$ cat config.mk
export PLATFORM = sky130hd
export DESIGN_NAME = core_test_sequencer
export DESIGN_NICKNAME = d
export VERILOG_FILES = /design/src/rtl/core_test_sequencer.sv
export SDC_FILE = /design/constraint.sdc
export NUM_CORES = 1
export LEC_CHECK = 0
export ABC_AREA = 0
export BUFFER_PORTS_ARGS = -buffer_cell sky130_fd_sc_hd__buf_4
export CORE_ASPECT_RATIO = 1.25
export CORE_MARGIN = 2
export CORE_UTILIZATION = 48
export DETAILED_ROUTE_END_ITERATION = 16
export HOLD_SLACK_MARGIN = 0.08
export PLACE_DENSITY_LB_ADDON = 0.05
export SLEW_MARGIN = 20
export SYNTH_ARGS = -nofsm -noshare
export SYNTH_HDL_FRONTEND = slang
export SYNTH_SLANG_ARGS = --single-unit
$ cat constraint.sdc
create_clock -name clk -period 1.65 [get_ports clk]
set_input_delay 0.33 -clock clk [delete_from_list [all_inputs] [get_ports clk]]
set_output_delay 0.33 -clock clk [all_outputs]
set_load 0.01 [all_outputs]
$ cat src/rtl/core_test_sequencer.sv
// ---------------------------------------------------------------------------
// core_test_sequencer
//
// Bench-side controller for the core under test. After the harness reset
// releases, it holds the core in reset for RESET_CYCLES clock edges. It then
// lets the core run and counts run cycles. It waits for exactly one completion
// report over a valid/ready handshake. The outcome is latched as pass, fail or
// timeout and held until the next harness reset.
//
// Ports
//   clk           in   1      single clock, all state updates on rising edge
//   reset_l       in   1      asynchronous active-low harness reset
//   core_reset_l  out  1      active-low reset to the core (registered)
//   done_valid    in   1      core presents a completion report
//   done_pass     in   1      completion status, 1 = pass, sampled with valid
//   done_ready    out  1      sequencer can take a report (registered)
//   run_count     out  CNT_W  number of edges spent in RUN
//   state         out  2      0 = HOLD, 1 = RUN, 2 = DONE, 3 = TIMEOUT
//   finished      out  1      sticky, test concluded
//   passed        out  1      sticky, meaningful when finished = 1
//   timed_out     out  1      sticky, run budget expired without a report
// ---------------------------------------------------------------------------
module core_test_sequencer #(
    parameter int RESET_CYCLES   = 4,
    parameter int TIMEOUT_CYCLES = 100,
    parameter int CNT_W          = 32
) (
    input  logic             clk,
    input  logic             reset_l,
    output logic             core_reset_l,
    input  logic             done_valid,
    input  logic             done_pass,
    output logic             done_ready,
    output logic [CNT_W-1:0] run_count,
    output logic [1:0]       state,
    output logic             finished,
    output logic             passed,
    output logic             timed_out
);

    typedef enum logic [1:0] {
        HOLD    = 2'd0,
        RUN     = 2'd1,
        DONE    = 2'd2,
        TIMEOUT = 2'd3
    } state_t;

    // The hold counter only needs to reach RESET_CYCLES-1.
    localparam int HOLD_W = (RESET_CYCLES > 1) ? $clog2(RESET_CYCLES) : 1;
    localparam logic [HOLD_W-1:0] HOLD_LAST = HOLD_W'(RESET_CYCLES - 1);
    localparam logic [CNT_W-1:0]  RUN_LAST  = CNT_W'(TIMEOUT_CYCLES - 1);

    state_t            state_q;
    state_t            state_d;
    logic [HOLD_W-1:0] hold_q;
    logic [HOLD_W-1:0] hold_d;
    logic [CNT_W-1:0]  run_count_d;
    logic              core_reset_l_d;
    logic              done_ready_d;
    logic              finished_d;
    logic              passed_d;
    logic              timed_out_d;
    logic              transfer;
    logic              run_expired;

    assign state = state_q;

    // done_ready is only ever 1 in RUN, so this also masks reports that
    // arrive during HOLD or after the result has been latched.
    assign transfer    = done_valid && done_ready;
    assign run_expired = (run_count == RUN_LAST);

    // State register. Every output is registered here so the core and the
    // harness see glitch-free signals, and reset forces them asynchronously.
    always_ff @(posedge clk or negedge reset_l) begin
        if (!reset_l) begin
            state_q      <= HOLD;
            hold_q       <= '0;
            run_count    <= '0;
            core_reset_l <= 1'b0;
            done_ready   <= 1'b0;
            finished     <= 1'b0;
            passed       <= 1'b0;
            timed_out    <= 1'b0;
        end else begin
            state_q      <= state_d;
            hold_q       <= hold_d;
            run_count    <= run_count_d;
            core_reset_l <= core_reset_l_d;
            done_ready   <= done_ready_d;
            finished     <= finished_d;
            passed       <= passed_d;
            timed_out    <= timed_out_d;
        end
    end

    // Next-state logic. A report arriving on the last allowed run edge still
    // counts as a completion, so the transfer is tested before the timeout.
    always_comb begin
        state_d = state_q;
        case (state_q)
            HOLD: begin
                if (hold_q == HOLD_LAST) begin
                    state_d = RUN;
                end
            end
            RUN: begin
                if (transfer) begin
                    state_d = DONE;
                end else if (run_expired) begin
                    state_d = TIMEOUT;
                end
            end
            default: begin
                state_d = state_q;
            end
        endcase
    end

    // Output logic. Computes the next value of every registered output from
    // the current state and the chosen transition. DONE and TIMEOUT keep all
    // outputs as they are, which freezes run_count and the result flags.
    always_comb begin
        hold_d         = hold_q;
        run_count_d    = run_count;
        core_reset_l_d = core_reset_l;
        done_ready_d   = done_ready;
        finished_d     = finished;
        passed_d       = passed;
        timed_out_d    = timed_out;
        case (state_q)
            HOLD: begin
                hold_d = hold_q + HOLD_W'(1);
                if (state_d == RUN) begin
                    core_reset_l_d = 1'b1;
                    done_ready_d   = 1'b1;
                end
            end
            RUN: begin
                // The edge that leaves RUN is still counted as a run cycle.
                run_count_d = run_count + CNT_W'(1);
                if (state_d == DONE) begin
                    finished_d   = 1'b1;
                    passed_d     = done_pass;
                    done_ready_d = 1'b0;
                end else if (state_d == TIMEOUT) begin
                    finished_d   = 1'b1;
                    timed_out_d  = 1'b1;
                    passed_d     = 1'b0;
                    done_ready_d = 1'b0;
                end
            end
            default: begin
                hold_d = hold_q;
            end
        endcase
    end

    // Consistency properties between the core reset and the result flags.
    core_reset_only_in_hold: assert property (
        @(posedge clk) disable iff (!reset_l)
        !core_reset_l |-> (state_q == HOLD)
    );

    flags_need_finished: assert property (
        @(posedge clk) disable iff (!reset_l)
        !finished |-> (!timed_out && !passed)
    );

    timeout_is_not_pass: assert property (
        @(posedge clk) disable iff (!reset_l)
        timed_out |-> !passed
    );

endmodule

==> results of run 1 <==
[cells by family (layout without fill, tap and decap cells)]
family                     count (synthesis)  count (layout)  synth area share [%]
and+or+nand+nor                           77              77                  24.8
buffers and inverters                      6              81                  1.27
AOI/OAI and AO/OA                          5               5                  1.73
muxes                                      2               2                  1.20
DFF                                       41              41                  54.7
adders and majority gates                  2               2                  1.33
xor gates and xnor gates                  32              32                  14.9
[repair_timing]
| item | CTS | global route |
|---|---|---|
| pin swaps | 0 | 1 |
| resized for setup | 2 | 7 |
| hold endpoints to repair | 41 | 0 |
| hold buffers | 1 | 0 |
| setup buffers | 0 | 2 |
| endpoints found under the setup margin | 9 | 17 |
[cell type report]
cell class                      count  area (µm²)
Fill cell                         306        1120
Sequential cell                    41        1030
Multi-Input combinational cell    118         902
Timing Repair Buffer               70         528
Clock buffer                        5        68.8
Tap cell                           40        50.0
Clock inverter                      3        46.3
Inverter                            3        11.3
[critical path: stages (launching register included)]
cell and delay (ns):
dfrtp_1 0.37, ha_2 0.21, nand3b_4 0.12, or4_4 0.49
nor3_4 0.22, xor2_1 0.16
[cells in the mapped netlist]
cell / number
nor4_2: 4
and2_1: 3
nor2b_1: 1
nor2_1: 6
nand4b_1: 1
nand2_1: 12
o31ai_1: 1
nand4_1: 10
or4_1: 1
clkbuf_1: 2
or3_1: 2
dfrtp_1: 41
xnor2_1: 22
and4_1: 2
a21oi_1: 2
nand3b_4: 1
ha_1: 2
and3_1: 4
nor4_1: 8
inv_1: 3
nand3_1: 15
xor2_1: 10
mux2_2: 2
or2_2: 1
a21o_1: 2
nor3_1: 4
or4_4: 1
nand2b_1: 1
buf_2: 1
[final timing paths]
check	startpoint	cells past startpoint	endpoint	slack [ns]
setup / recovery	run_count[1]	5	run_count[16]	0.01
hold / removal	done_pass	3	passed	0.23
setup reg to reg	run_count[1]	5	run_count[16]	0.01
hold reg to reg	core_reset_l	1	core_reset_l	0.46
max in group asynchronous	reset_l	2	state[0]	0.72
min in group asynchronous	reset_l	2	run_count[22]	0.55
[stage by stage]
| stage | area [µm²] | TNS [ns] | instances | utilization [%] | hold WS (ns) |
|---|---|---|---|---|---|
| 6_report | 2640 | 0 | 280 | 70.2 | 0.234 |
| 3_5_place_dp | 2450 | -0.00235 | 269 | 65.2 | 0.343 |
| 2_1_floorplan | 1910 | -0.0132 | 165 | - | 0.0344 |
| 4_1_cts | 2580 | 0 | 278 | 68.7 | 0.229 |
| 3_3_place_gp | 2450 | 0 | 269 | 65.2 | 0.331 |
| 5_1_grt | 2640 | -1.10 | 280 | 70.2 | 0.244 |
[power by group through the flow]
stage	Combinational (mW)	Clock (mW)	Sequential (mW)
final	0.826	0.818	1.28
after CTS	0.816	0.834	1.29
after global placement	0.783	0	1.29
after global routing	0.899	0.887	1.31
after detailed placement	0.811	0	1.30
after floorplan	0.271	0	1.39
[per-layer routing]
metal / global-route usage (%) / wire [µm] / part of all wire, %
met5: 0 / 0 / 0
met3: 5.28 / 184 / 4.0
met1: 26.0 / 1850 / 41
met2: 39.4 / 2460 / 54
met4: 6.91 / 55 / 1.2
[sequential cells by signal (all words and copies together), names as in the netlist]
name,cells
run_count,32
done_ready,1
timed_out,1
hold_q,2
state,2
core_reset_l,1
passed,1
finished,1
==> out/qor.yml, run 1 <==
timing:
  skew_ns: 0.00607
  slew_violations: 0
  tightest_slew_ns: 0.510
  fmax_mhz: 612
  rsz0062_at_grt: "yes"
  slew-limit-headroom_pct: 66.0
  layout_setup_ws_ns: 0.0148
  setup_viol: 0
  finalWorstPathRequiredPeriod_ns: 1.64
  hold_viol: 0
  min_period_over_period_pct: 99.1
routing:
  final_antenna_net_count: 0
  drt_iter0_markers: 83
  avgViaCountPerCell: 5.54
  wl_um: 4550
  drc: 0
  vias: 1552
  wl_per_cell_um: 16.3
  dr.pass1.iters: 4
die:
  die_y_um: 73.9
  coreArea_um2: 3750
  io-pin-count: 43
  dieArea_um2: 4430
  die_w_um: 59.9
  rows: 25
  start_util_pct: 50.0
logic_synthesis:
  ys_ff_latch: 41
  yosysWarnings: 0
  synth_area_leaders: "dfrtp_1 55%, xnor2_1 10%, xor2_1 4.7%"
  synth.avg_cell_area_um2: 11.4
  yosysUniqueCellTypes: 29
  syn_nets: 171
  ys_seq_area_share_pct: 54.7
  synth_cells: 165
  synthesis.area_um2: 1880
  synth_top_area_share_pct: 54.7
  yosys.area.top_type: "dfrtp_1"
power:
  power.clock.fraction_pct: 27.9
  p_comb_share_pct: 28.2
  power_mw: 2.93
  p_seq_share_pct: 43.9
  peakVddDrop_mv: 0.914
  power.density_nw_per_um2: 1110
  p_leak_nw: 1.32
  internal_power_mw: 2.06
  swShare_pct: 29.6
  switching_power_mw: 0.866
cells_and_area:
  areaGrowthSynthToFinish_pct: 40.6
  final_cell_mix: "69 x buf_4, 38 x dfrtp_1, 22 x xnor2_1"
  antenna_cells: 0
  nNetsFinal: 245
  layout_commonest_cell: "buf_4"
  drive_gt1_share_pct: 40.4
grt:
  antenna_found_initial: 0
  grt_pass1_wl_um: 7330
  grt.overflow.total: 0
  first_global_vias: 1599
  grt_max_degree: 42
  grt_use_total_pct: 22.2
clock_network:
  numCtsBuffers: 5
  cts_tree: "built"
  clkTransAtPathRegs_ns: 0.08
  cts_sinks: 41
  clockBufferDepth: 2
  clk_latency_ns: 0.30
  clockRootBuffer: "clkbuf_8"
  htree_levels: 2
placement:
  detailedPlace.worstSlack_ns: -0.00235
  hpwl_um: 3250
  place_congestion: 0.885
  port_buffers: 42
setup_path:
  worstSetupEndpointType: "flop"
  critPathKind: "reg2reg"
  cp-start-kind: "flop"
  cp.arrival_ns: 1.86
  critPathMaxFanout: 4
  cp.required_ns: 1.88
run:
  drv_cap: 0
status:
  status: "completed"
worst_hold_path:
  hp-class: "in2reg"
Power figures use the tool's default switching activity.
==> inputs of run 2 (changes only) <==
GPL_TIMING_DRIVEN = 0   (was not set)
==> run 2 against run 1 <==
Against the previous run: non-clock buffer count down 9; the flow now finishes with violations (negative setup slack); largest power group unchanged; final cell count is 3.2% lower; via count about the same; critical path depth stayed put; final area down 0.19%; first-iteration DRC count shrank 28%.
==> out/qor.yml, run 2 (synthesis gave the netlist of run 1 again) <==
timing:
  fmax_mhz: 593
  slew-limit-headroom_pct: 65.8
  hold_viol: 0
  finalWorstPathRequiredPeriod_ns: 1.69
  setup_viol: 5
  min_period_over_period_pct: 102
  slew_violations: 0
  skew_ns: 0.00873
  layout_setup_ws_ns: -0.0353
  rsz0062_at_grt: "yes"
  tightest_slew_ns: 0.513
setup_path:
  cp.required_ns: 1.84
  path_depth: 5
  crit_chain: "nand4b_1 -> nor4_4 -> buf_2 -> nand3_1 -> xnor2_1"
  critPathKind: "reg2reg"
  worst-path-buf-inv: 1
  cp-start-kind: "flop"
  critPathMaxFanout: 5
  r2r_slack_ns: -0.04
  critical_path.slowest_cell: "dfrtp_2"
  max_stage_delay_ns: 0.44
  rr_worst_depth: 5
  reg2reg_from: "state[1]"
  cp.arrival_ns: 1.87
  worstSetupEndpointType: "flop"
  cpLargestDelayFamily: "simple AND/OR/NAND/NOR gates"
  rr_endpoint: "run_count[23]"
grt:
  met3_usage_pct: 5.99
  first_global_vias: 1489
  grt_pass1_wl_um: 6980
  grt.overflow.total: 0
  grt_max_degree: 42
  grtUsageMet1_pct: 26.4
  busiest_layer: "met2"
  grt_use_met2_pct: 33.7
  antenna_found_initial: 0
  grt_use_total_pct: 21.2
placement:
  port_buffers: 42
  place_congestion: 0.839
  post_dp_cell_area_um2: 2270
  hpwl_um: 2840
worst_hold_path:
  hold_depth: 3
  min_to: "passed"
  min_from: "done_pass"
  hp-class: "in2reg"
cells_and_area:
  regArea_um2: 1030
  multi_input_area_um2: 966
  regMostFlops: "run_count"
  nFillCells: 271
  areaGrowthSynthToFinish_pct: 40.3
  drive_gt1_share_pct: 42.4
  antenna_cells: 0
  final_cell_mix: "53 x buf_4, 34 x dfrtp_1, 21 x xnor2_1"
  final_core_util_pct: 70.1
  layout_commonest_cell: "buf_4"
  nNetsFinal: 236
  largest_register_ffs: 32
  fin_area_um2: 2630
routing:
  vias: 1553
  dr.pass1.iters: 4
  final_antenna_net_count: 0
  wl_um: 4350
  wl_per_cell_um: 16.0
  avgViaCountPerCell: 5.73
  drt_iter0_markers: 60
  drc: 0
power:
  power.density_nw_per_um2: 1100
  peakVddDrop_mv: 1.04
  p_leak_nw: 1.28
  power_mw: 2.90
run:
  drv_cap: 0
clock_network:
  clockRootBuffer: "clkbuf_8"
  numCtsBuffers: 5
  clkTransAtPathRegs_ns: 0.08
  htree_levels: 2
  clk_latency_ns: 0.30
  cts_tree: "built"
  cts_sinks: 41
  clockBufferDepth: 2
status:
  violations: "negative setup slack"
  status: "finished, violations left"
die:
  rows: 25
  die_y_um: 73.9
  die_w_um: 59.9
  coreArea_um2: 3750
  dieArea_um2: 4430
  start_util_pct: 50.0
  io-pin-count: 43
run 2: changes by cell type in the layout (fill, tap and decap cells not counted), sizes merged:
| cell | previous run | this run |
|---|---|---|
| clkinvlp | 1 | 0 |
| bufinv | 1 | 0 |
| clkbuf | 5 | 7 |
| clkinv | 1 | 2 |
| buf | 69 | 59 |
run 2: metal layers:
layer | wire length [µm] | vias to the layer above
met3 | 195 | 12
met5 | 0 | -
li1 | - | 721
met2 | 2240 | 50
met4 | 137 | 0
met1 | 1770 | 770
run 2: where the power goes:
part	leakage (nW)	switching (mW)	total [mW]	internal, mW
sequential	0.533	0.195	1.37	1.17
clock	0.0512	0.366	0.706	0.339
combinational	0.698	0.350	0.829	0.479
total	1.28	0.911	2.90	1.99
run 2: stage by stage:
step	instances	hold WS [ns]	TNS [ns]	setup slack (ns)
CTS	266	0.225	0	0.000874
floorplan	165	0.0344	-0.0132	-0.00660
finish	271	0.227	-0.105	-0.0353
global placement	247	0.332	-2.41	-0.198
global route	271	0.225	-1.49	-0.169
detailed placement	247	0.340	-3.20	-0.247
run 2: what timing repair did:
action,CTS,global route
setup buffers,10,5
gates resized for setup,9,22
hold endpoints to repair,41,0
endpoints found under the setup margin,25,24
hold buffers,1,0
gates cloned,0,1
pin swaps,8,9
run 2: worst max path at each step:
stage,start,end,slack (ns)
2_1_floorplan,run_count[1],run_count[18],-0.007
3_3_place_gp,run_count[14],run_count[28],-0.20
3_5_place_dp,run_count[14],run_count[31],-0.25
4_1_cts,run_count[2],run_count[20],0.0009
5_1_grt,run_count[9],state[1],-0.17
6_report,state[1],run_count[23],-0.04
run 2: area by class of cell:
type / instances / area share (%)
Buffer: 2 / 0.571
Clock buffer: 6 / 3.14
Sequential cell: 41 / 39.3
Timing Repair Buffer: 59 / 17.4
Clock inverter: 2 / 0.523
Inverter: 3 / 0.428
Tap cell: 40 / 1.90
Multi-Input combinational cell: 118 / 36.7
run 2: worst register-to-register path: cells and delay by family (launching register included):
family | cells | cell delay, ns
simple gates | 3 | 0.76
buf+inv | 1 | 0.23
xor+xnor | 1 | 0.14
flops | 1 | 0.44
